## config.mk

```make
export PLATFORM = sky130hd
export DESIGN_NAME = pokey_audio_out
export DESIGN_NICKNAME = d
export VERILOG_FILES = /design/src/rtl/pokey_audio_out.sv
export SDC_FILE = /design/constraint.sdc
export NUM_CORES = 1
export LEC_CHECK = 0
export BUFFER_PORTS_ARGS = -buffer_cell sky130_fd_sc_hd__buf_2
export CAP_MARGIN = 25
export CORE_MARGIN = 2
export CORE_UTILIZATION = 40
export CTS_BUF_LIST = sky130_fd_sc_hd__clkbuf_2
export CTS_CLUSTER_DIAMETER = 50
export DETAILED_ROUTE_END_ITERATION = 8
export GPL_TIMING_DRIVEN = 0
export RECOVER_POWER = 25
export SKIP_CTS_REPAIR_TIMING = 1
export SYNTH_ARGS = -nofsm -noshare
export SYNTH_HDL_FRONTEND = slang
export SYNTH_SLANG_ARGS = --single-unit
```

## constraint.sdc

```tcl
create_clock -name clk -period 1.2 [get_ports clk]
set_clock_uncertainty 0.15 [all_clocks]
set_input_delay 0.06 -clock clk [delete_from_list [all_inputs] [get_ports clk]]
set_output_delay 0.06 -clock clk [all_outputs]
set_load 0.03 [all_outputs]
```

## src/rtl/pokey_audio_out.sv

```systemverilog
// POKEY channel audio output stage: polynomial counters, AUDC distortion select, volume register.
// Optional high-pass flip-flop is built only when AUDIO_HPF_EN is defined.
module pokey_audio_out (
    input  logic       clk,
    input  logic       nrst,
    input  logic       enn,
    input  logic       tick,
    input  logic [7:0] audc_d,
    input  logic       audc_wr,
    input  logic       poly9_sel,
    input  logic       poly_hold,
    input  logic       hpf_en,
    input  logic       hp_clk,
    output logic [3:0] vol_out,
    output logic       chan_q
);
    logic [7:0]  r_audc;
    logic [3:0]  r_poly4;
    logic [4:0]  r_poly5;
    logic [8:0]  r_poly9;
    logic [16:0] r_poly17;
    logic        r_chan_q;
    logic [3:0]  r_vol;
    logic        w_tick_eff;
    logic        w_chan_next;
    logic        w_o;

    // Effective tick and next channel bit, from pre-shift poly values and current AUDC
    always_comb begin
        w_tick_eff = tick & (r_audc[7] | r_poly5[4]);
        if (r_audc[5]) begin
            w_chan_next = ~r_chan_q;
        end else if (r_audc[6]) begin
            w_chan_next = r_poly4[3];
        end else if (poly9_sel) begin
            w_chan_next = r_poly9[8];
        end else begin
            w_chan_next = r_poly17[16];
        end
    end

`ifdef AUDIO_HPF_EN
    logic r_hp_q;

    // High-pass flip-flop samples the pre-update channel bit on partner borrow
    always_ff @(negedge clk or negedge nrst) begin
        if (!nrst) begin
            r_hp_q <= 1'b0;
        end else if (enn && hp_clk) begin
            r_hp_q <= r_chan_q;
        end else begin
            r_hp_q <= r_hp_q;
        end
    end

    assign w_o = r_chan_q ^ (hpf_en & r_hp_q);
`else
    logic w_unused_hpf;
    assign w_unused_hpf = hpf_en ^ hp_clk;
    assign w_o          = r_chan_q;
`endif

    // Free-running LFSRs; hold forces all-ones and wins over shifting
    always_ff @(negedge clk or negedge nrst) begin
        if (!nrst) begin
            r_poly4  <= 4'hF;
            r_poly5  <= 5'h1F;
            r_poly9  <= 9'h1FF;
            r_poly17 <= 17'h1FFFF;
        end else if (enn) begin
            if (poly_hold) begin
                r_poly4  <= 4'hF;
                r_poly5  <= 5'h1F;
                r_poly9  <= 9'h1FF;
                r_poly17 <= 17'h1FFFF;
            end else begin
                r_poly4  <= {r_poly4[2:0],   r_poly4[3]   ^ r_poly4[2]};
                r_poly5  <= {r_poly5[3:0],   r_poly5[4]   ^ r_poly5[2]};
                r_poly9  <= {r_poly9[7:0],   r_poly9[8]   ^ r_poly9[4]};
                r_poly17 <= {r_poly17[15:0], r_poly17[16] ^ r_poly17[11]};
            end
        end else begin
            r_poly4  <= r_poly4;
            r_poly5  <= r_poly5;
            r_poly9  <= r_poly9;
            r_poly17 <= r_poly17;
        end
    end

    // AUDC, channel flip-flop and volume sample; all read pre-update state
    always_ff @(negedge clk or negedge nrst) begin
        if (!nrst) begin
            r_audc   <= 8'h00;
            r_chan_q <= 1'b0;
            r_vol    <= 4'h0;
        end else if (enn) begin
            if (audc_wr) begin
                r_audc <= audc_d;
            end else begin
                r_audc <= r_audc;
            end
            if (w_tick_eff) begin
                r_chan_q <= w_chan_next;
            end else begin
                r_chan_q <= r_chan_q;
            end
            if (r_audc[4] || w_o) begin
                r_vol <= r_audc[3:0];
            end else begin
                r_vol <= 4'h0;
            end
        end else begin
            r_audc   <= r_audc;
            r_chan_q <= r_chan_q;
            r_vol    <= r_vol;
        end
    end

    assign vol_out = r_vol;
    assign chan_q  = r_chan_q;
endmodule

```

---- Word-level counts from Yosys, hierarchy flattened ----
Index checks and enable logic that the tools add are counted.
word-level totals
  register bits ........................... 48
  input bits .............................. 17
  output and inout port bits .............. 5
  logic and storage cells ................. 25
cells by class
  multiplexer cells ....................... 8
  bitwise operators ....................... 7
  reduce and logical (&&, ||, !) cells .... 3
operator list
  cell              number
  $mux 17           1
  $mux 9            1
  $mux 4            2
  $mux 5            1
  $reduce_and 2->1  2
  $xor 1x1->1       4
  $mux 1            3
  $and 1x1->1       1
  $logic_or 1x1->1  1
  $not 1->1         1
  $or 1x1->1        1

---- Longest topological paths before layout ----
Gate-level depths: netlist of the first run.
  word-level depth ........................ 3
  depth in mapped cells ................... 4
  depth with buffers taken out ............ 3

==> results of run 1 <==
==> registers in the layout, summed over array words and instances (netlist names) <==
| signal | count |
|---|---|
| r_audc | 8 |
| r_poly9 | 9 |
| r_poly17 | 17 |
| r_poly4 | 4 |
| r_poly5 | 5 |
| chan_q | 1 |
| vol_out | 4 |
==> how the worst max path moves through the flow <==
| stage | slack (ns) | start | to | cells past startpoint |
|---|---|---|---|---|
| after CTS | -0.71 | chan_q$_DFFE_NN0P_ | chan_q | 1 |
| final | -0.61 | chan_q$_DFFE_NN0P_ | chan_q | 1 |
| after floorplan | -0.24 | poly9_sel | chan_q$_DFFE_NN0P_ | 3 |
| after global routing | -0.69 | chan_q$_DFFE_NN0P_ | chan_q | 1 |
| after detailed placement | -0.49 | enn | chan_q$_DFFE_NN0P_ | 5 |
| after global placement | -0.46 | enn | chan_q$_DFFE_NN0P_ | 5 |
==> metrics by stage <==
step	utilization	instances
global route	0.530	301
global placement	0.478	253
detailed placement	0.478	253
finish	0.530	301
CTS	0.515	295
floorplan	-	167
==> report_power, final <==
group	total, mW	internal [mW]	switching (mW)
clock	1.15	0.313	0.837
combinational	0.575	0.284	0.291
sequential	1.89	1.79	0.0931
==> cells in the mapped netlist, drive strengths merged <==
cell	instances	area share
nor2	41	0.079
dfstp	35	0.47
a21oi	20	0.051
o22a	15	0.067
dfrtn	13	0.17
mux2	9	0.052
buf	8	0.028
inv	5	0.0096
nand2	5	0.011
o22ai	4	0.013
xor2	4	0.018
clkbuf	2	0.0038
mux2i	2	0.010
nand2b	1	0.0032
nor2b	1	0.0032
o211ai	1	0.011
o31ai	1	0.0038
==> area by class of cell <==
| type | count | area (sq um) |
|---|---|---|
| Buffer | 10 | 104 |
| Clock buffer | 5 | 25.0 |
| Clock inverter | 38 | 153 |
| Fill cell | 429 | 2220 |
| Inverter | 4 | 15.0 |
| Multi-Input combinational cell | 104 | 691 |
| Sequential cell | 48 | 1240 |
| Tap cell | 67 | 83.8 |
| Timing Repair Buffer | 25 | 189 |
==> kinds of logic (layout without fill, tap and decap cells) <==
| family | Yosys count | count (layout) |
|---|---|---|
| AND/OR/NAND/NOR | 48 | 48 |
| AO/OA/AOI/OAI | 41 | 41 |
| XOR/XNOR | 4 | 4 |
| buffers and inverters | 15 | 82 |
| multiplexers | 11 | 11 |
| flip-flops | 48 | 48 |
==> layer usage <==
layer | up-vias | global-route usage | wire [microns] | share of wire
met2 | 25 | 0.259 | 1980 | 0.51
met3 | 3 | 0.0645 | 126 | 0.033
met1 | 678 | 0.176 | 1730 | 0.45
met4 | 0 | 0.0545 | 26 | 0.0067
met5 | - | 0 | 0 | 0
li1 | 703 | - | - | -
==> cells in the final DEF (no fill, tap or decap) <==
cell	synthesis	layout
a21oi_1	20	20
buf_12	0	1
buf_2	2	13
buf_4	6	4
buf_6	0	8
buf_8	0	3
clkbuf_2	0	8
clkbuf_4	0	1
dfrtn_1	13	13
dfstp_1	0	1
dfstp_2	35	34
dlygate4sd3_1	0	2
inv_1	5	39
inv_4	0	2
inv_6	0	1
mux2_2	9	1
mux2_4	0	8
mux2i_1	2	2
nand2_2	1	4
nand2_8	0	1
nand2b_4	0	1
nor2_1	41	41
nor2b_1	1	1
o211ai_4	1	1
o22a_1	15	15
o22ai_1	4	4
o31ai_1	1	1
xor2_1	4	4
==> metrics.txt, run 1 <==
CP Buf/Inv Count=1; largest net degree at the start of global routing=49; Via-to-Cell Ratio=4.68; Synth Area in XOR/XNOR=0.0179; die height=73.9 microns; grt total ovfl=0; gpl congestion=0.765; compound-gate portion of the synthesized area=0.146; routed vias=1,409; initial DRC count=40; slowest cell on the critical path=dfrtn_1; Tot GR Track Use=0.154; Slew Viols, Final=0; H-tree depth=2; Adder-Cell Fraction of Synth Area=0; Final #Nets=250; hold worst-path end=r_audc[5]$_DFFE_NN0P_; Cell Chain, Critical Path=buf_6; Routed WL=3870 microns; status=finished, violations left; Core Area=4720 sq um; Crit path max-delay family=flip-flops; final setup violation count=75; pre-CTS setup slack=-0.492 ns; DR DRC count=0; worst r2r path cells=3; Post-DRT Antenna Nets=0; die area=5460 sq um; Area Overhead vs Synth=28.1%; R2R Path End=chan_q$_DFFE_NN0P_; Synth Area in Simple Gates=0.0960; Site Rows=25; clock buffer count from CTS=5; total power=3.61 mW; Crit Path Class=reg -> out; synthesized area=1960 sq um; setup total negative slack=-6.08 ns; Critical R2R Launch=r_poly5[4]$_DFFE_NN1P_; WP data required=0.99 ns; CTS tree=yes; largest family of logic cells by synthesized area=compound AO/OA/AOI/OAI gates; Pre-antenna DRT Iters=4; Arrival @ worst endpoint=1.60 ns; worst skew pair latency=0.47 ns; Hold Path Class=in -> reg; setup ws final=-0.605 ns; unrepaired setup endpoints after global routing=yes; Syn Area/Cell=11.7 sq um; sequential fraction of the synthesis area=0.637; Hold Startpoint=audc_d[5]; crit-path max cell delay=0.49 ns; Worst Tran Pin Value=0.284 ns; worst hold slack=0.220 ns; num ports=22; CTS Buffer Depth=2; Netlist cell types=19; Worst-path clk slew=0.16 ns; vias in the first global route=1,474; first-pass GRT wire length=6390 microns; ant diodes=0; Max Cap Viol=0; port buffer count=19; Die Wd=73.9 microns; cell count after synthesis=167; clk sinks=48; relative slew slack=0.810; flops & latches, synth=48; Yosys warning count=0; final-report hold violation count=0; Worst R2R Setup Slack=-0.06 ns; pwr/cell area=1440 nW/um^2; share of layout cells above drive strength 1=0.389; WL per Instance=12.8 microns; failing checks=negative setup slack; Max rail drop VDD=0.536 mV; Final Instance Area=2500 sq um; Critical Path Start Type=flip-flop; Leakage=1.17 nW; Setup crit end kind=output pin; initial core utilization=0.414; Post-Syn Nets=184; mux share of post-synthesis cell area=0.0621; DP Area=2260 sq um; Critical Path Fanout Max=3; dpl hpwl=2500 microns; initial antenna violation count=0; Hold Path Depth=2; CTS root buffer=clkbuf_2
Note: power is estimated with default switching activity, not from simulation.
==> run 2: changes to the inputs <==
--- a/config.mk
+++ b/config.mk
@@ -7,6 +7,7 @@
 export LEC_CHECK = 0
 export BUFFER_PORTS_ARGS = -buffer_cell sky130_fd_sc_hd__buf_2
 export CAP_MARGIN = 25
+export CORE_ASPECT_RATIO = 1.1
 export CORE_MARGIN = 2
 export CORE_UTILIZATION = 40
 export CTS_BUF_LIST = sky130_fd_sc_hd__clkbuf_2
==> run 2 against run 1 <==
Largest cell class unchanged. The flow finishes with violations (negative hold slack, negative setup slack). Sequential power about the same. Global-route usage down 0.81 points. Largest power group unchanged. Routed wire length down 1.3%.
==> metrics.txt, run 2 (synthesis gave the netlist of run 1 again) <==
Final Instance Area=2510 sq um (+0.30%); Slew Viols, Final=0 (unchanged); fin util=0.536 (+0.00599); most common cell after layout, fill and taps aside=nor2_1; die area=5460 sq um (about the same); gpl congestion=0.758 (-0.94%); port buffer count=19 (unchanged); final setup violation count=7 (-91%); WL per Instance=13.1 microns (+2.1%); Via-to-Cell Ratio=4.98 (+6.4%); Net Sw Frac=0.338 (about the same); H-tree depth=2 (unchanged); Crit Path Class=reg -> out; clock buffer count from CTS=5 (unchanged); vias in the first global route=1,469 (-0.34%); Pre-antenna DRT Iters=4 (unchanged); share of layout cells above drive strength 1=0.404 (+0.0154); Area Overhead vs Synth=28.5%; initial DRC count=38 (-5.0%); status=finished, violations left; dpl hpwl=2490 microns (-0.39%); first-pass GRT wire length=6410 microns (+0.33%); Combinational Power Share=0.164 (+0.005); Tot GR Track Use=0.146 (-0.00806); DP Area=2240 sq um (-0.61%); most flop-heavy register=r_poly17; Placed Cells=242 (-4.3%); initial core utilization=0.417 (+0.00343); die height=77.3 microns (+4.6%); Critical R2R Launch=r_poly5[4]$_DFFE_NN1P_; Critical Path Start Type=flip-flop; non-filler cells, final=291 (-3.3%); Critical Path Fanout Max=3 (unchanged); Crit path max-delay family=flip-flops; Routed WL=3810 microns (-1.3%); slowest cell on the critical path=dfrtn_1; relative slew slack=0.643 (-0.167); Final #Nets=251 (+0.40%); Largest regs=r_poly17 x17, r_poly9 x9, r_audc x8; unrepaired setup endpoints after global routing=yes; Arrival @ worst endpoint=1.64 ns (+0.04 ns); Site Rows=26 (+4.0%); WP data required=0.99 ns (about the same); CTS root buffer=clkbuf_2; CP startpoint=chan_q$_DFFE_NN0P_; grt total ovfl=0 (unchanged); Cell Chain, Critical Path=buf_6; most frequent cells in the layout=nor2_1, inv_1, dfstp_2; crit-path max cell delay=0.51 ns (+0.02 ns); Core Area=4680 sq um (-0.82%); Pint=2.43 mW (+1.6%); CTS tree=yes; clk sinks=48 (unchanged); Worst Tran Pin Value=0.536 ns (+0.252 ns); Post-DRT Antenna Nets=0 (unchanged); setup ws final=-0.650 ns (-0.0448 ns); failing checks=negative hold slack, negative setup slack; worst skew pair latency=0.50 ns (+0.03 ns); largest net degree at the start of global routing=49 (unchanged); Max rail drop VDD=0.602 mV (+12%); Die Wd=70.7 microns (-4.4%); CTS Buffer Depth=2 (unchanged); Hold Path Class=in -> async; max FFs per register=17 (unchanged); pwr/cell area=1460 nW/um^2 (+1.2%); DR DRC count=0 (unchanged); Clk pwr share=0.321 (+0.003); num ports=22 (unchanged); initial antenna violation count=0 (unchanged); final-report hold violation count=12 (+12); Sequential Power Share=0.514 (-0.008); ant diodes=0 (unchanged); Worst-path clk slew=0.18 ns (+0.02 ns); Switch Pwr=1.24 mW (+1.5%); Max Cap Viol=0 (unchanged); worst hold slack=-0.0615 ns (-0.281 ns); CP Buf/Inv Count=1 (unchanged); Leakage=1.18 nW (+1.1%); total power=3.67 mW (+1.5%); Setup crit end kind=output pin; routed vias=1,450 (+2.9%)
run 2: stage by stage:
stage,TNS (ns),setup WS [ns]
global route,-4.52,-0.692
finish,-3.18,-0.650
CTS,-3.58,-0.736
floorplan,-5.50,-0.238
global placement,-33.15,-0.470
detailed placement,-36.24,-0.487
run 2: path summary, 6_finish.rpt:
kind | to | slack, ns | cells past startpoint
setup reg to reg | chan_q$_DFFE_NN0P_ | -0.10 | 3
min in group clk | r_audc[6]$_DFFE_NN0P_ | 0.20 | 2
max in group asynchronous | r_poly17[1]$_DFFE_NN1P_ | 0.02 | 2
hold reg to reg | r_audc[4]$_DFFE_NN0P_ | 0.32 | 1
hold / removal | r_audc[5]$_DFFE_NN0P_ | -0.06 | 1
setup / recovery | chan_q | -0.65 | 1
run 2: routing by layer:
metal | GRT usage | part of all wire
met4 | 0.0566 | 0.0089
met5 | 0 | 0
met1 | 0.170 | 0.43
met2 | 0.247 | 0.51
met3 | 0.0506 | 0.049
run 2: final cells by class:
cell class                      count  area (sq um)
Buffer                             10           124
Clock buffer                        5          25.0
Sequential cell                    48          1240
Timing Repair Buffer               26           185
Multi-Input combinational cell    104           691
Inverter                            4          15.0
Clock inverter                     38           158
Tap cell                           56          70.1
Fill cell                         440          2170
run 2: worst register-to-register path, stage by stage (launching register included):
cell and delay (ns):
dfstp_2 0.59, o211ai_4 0.09, mux2i_1 0.15, o31ai_1 0.08
run 2: power by group through the flow:
stage                     combinational [mW]  clock (mW)  sequential, mW
after floorplan                        0.272       0.183            1.97
after global placement                 0.488       0.183            1.89
after detailed placement               0.500       0.183            1.91
after CTS                              0.503        1.24            1.88
after global routing                   0.657        1.42            1.90
final                                  0.603        1.18            1.88
==> run 3: changes to the inputs <==
--- a/config.mk
+++ b/config.mk
@@ -13,7 +13,6 @@
 export CTS_BUF_LIST = sky130_fd_sc_hd__clkbuf_2
 export CTS_CLUSTER_DIAMETER = 50
 export DETAILED_ROUTE_END_ITERATION = 8
-export GPL_TIMING_DRIVEN = 0
 export RECOVER_POWER = 25
 export SKIP_CTS_REPAIR_TIMING = 1
 export SYNTH_ARGS = -nofsm -noshare
==> run 3 against run 2 <==
The run ends with negative setup slack left. Critical endpoint unchanged. Largest power group unchanged. Total power fell by 4.6%. Register-to-register slack improved by 0.06 ns. Clock-buffer cell count did not move. Highest routed layer unchanged.
==> metrics.txt, run 3 (synthesis gave the netlist of run 1 again) <==
Routed WL=3530 microns (-7.4%); grt total ovfl=0 (unchanged); Critical Path Fanout Max=2 (-1); port buffer count=19 (unchanged); largest net degree at the start of global routing=28 (-43%); num ports=22 (unchanged); die height=77.3 microns (unchanged); share of layout cells above drive strength 1=0.392 (-0.0120); status=finished, violations left; CTS Buffer Depth=2 (unchanged); setup total negative slack=-4.98 ns (-1.80 ns); Arrival @ worst endpoint=1.57 ns (-0.07 ns); max FFs per register=17 (unchanged); Final #Nets=248 (-1.2%); non-filler cells, final=288 (-1.0%); DR DRC count=0 (unchanged); Hold Path Class=in -> reg; Max rail drop VDD=0.630 mV (+4.6%); Die Wd=70.7 microns (unchanged); Area Overhead vs Synth=26.3%; Placed Cells=244 (+0.83%); initial DRC count=55 (+45%); die area=5460 sq um (unchanged); vias in the first global route=1,461 (-0.54%); crit-path max cell delay=0.48 ns (-0.03 ns); Max Cap Viol=0 (unchanged); first-pass GRT wire length=6250 microns (-2.5%); pre-CTS setup slack=-0.455 ns (+0.0316 ns); slowest cell on the critical path=dfrtn_1; worst skew pair latency=0.45 ns (-0.05 ns); Cell Chain, Critical Path=buf_6; relative slew slack=0.808 (+0.165); final setup violation count=56 (+49); Slew Viols, Final=0 (unchanged); most flop-heavy register=r_poly17; dpl hpwl=2430 microns (-2.4%); CTS root buffer=clkbuf_2; Site Rows=26 (unchanged); CP Buf/Inv Count=1 (unchanged); pwr/cell area=1420 nW/um^2 (-3.0%); Pre-antenna DRT Iters=4 (unchanged); WP data required=0.99 ns (about the same); DP Area=2280 sq um (+1.8%); WL per Instance=12.3 microns (-6.5%); most frequent cells in the layout=nor2_1, inv_1, dfstp_2; Worst Tran Pin Value=0.288 ns (-0.248 ns); Final Instance Area=2470 sq um (-1.7%); Leakage=1.15 nW (-2.4%); failing checks=negative setup slack; Core Area=4680 sq um (unchanged); clk sinks=48 (unchanged); Largest regs=r_poly17 x17, r_poly9 x9, r_audc x8; Crit Path Class=reg -> out; gpl congestion=0.780 (+2.9%); Critical Path Start Type=flip-flop; routed vias=1,395 (-3.8%); setup ws final=-0.583 ns (+0.0670 ns); initial core utilization=0.417 (unchanged); ant diodes=0 (unchanged); final-report hold violation count=0 (-12); Post-DRT Antenna Nets=0 (unchanged); Tot GR Track Use=0.142 (-0.00393); clock buffer count from CTS=5 (unchanged); Worst R2R Setup Slack=-0.04 ns (+0.06 ns); Crit path max-delay family=flip-flops; H-tree depth=2 (unchanged); CTS tree=yes; Setup crit end kind=output pin; unrepaired setup endpoints after global routing=yes; worst hold slack=0.228 ns (+0.289 ns); Via-to-Cell Ratio=4.84 (-2.8%); Worst-path clk slew=0.17 ns (about the same); initial antenna violation count=0 (unchanged)
[run 3: path summary, 6_finish.rpt]
| kind | to | startpoint | cells after the start |
|---|---|---|---|
| worst max-delay path | chan_q | chan_q$_DFFE_NN0P_ | 1 |
| worst min-delay path | r_audc[4]$_DFFE_NN0P_ | audc_d[4] | 2 |
| worst max register to register | chan_q$_DFFE_NN0P_ | r_poly5[4]$_DFFE_NN1P_ | 3 |
| worst min register to register | chan_q$_DFFE_NN0P_ | r_audc[5]$_DFFE_NN0P_ | 1 |
| max in group asynchronous | r_poly17[1]$_DFFE_NN1P_ | nrst | 3 |
| min in group asynchronous | chan_q$_DFFE_NN0P_ | nrst | 3 |
[run 3: final cells by class]
class | count | area [sq um]
fillers | 425 | 2210
flip-flops and latches | 48 | 1240
multi-input cells | 104 | 701
repair buffers | 33 | 268
clock inverters | 38 | 146
well taps | 56 | 70.1
clock buffers | 5 | 25.0
inverters | 4 | 15.0
[run 3: per-layer routing]
metal	routed length (microns)	share of wire	GRT usage
met5	0	0	0
met4	14	0.0040	0.0604
met3	174	0.049	0.0519
met2	1870	0.53	0.237
met1	1470	0.42	0.164
[run 3: report_power, final]
group          leakage (nW)  switching (mW)  internal, mW
Sequential            0.525          0.0868          1.79
Combinational         0.413           0.284         0.279
Clock                 0.217           0.767         0.286
Total                  1.15            1.14          2.36
[run 3: metrics by stage]
stage          utilization  power (mW)
2_1_floorplan            -        2.42
3_3_place_gp         0.488        2.59
3_5_place_dp         0.488        2.61
4_1_cts              0.524        3.54
5_1_grt              0.527        3.82
6_report             0.527        3.50
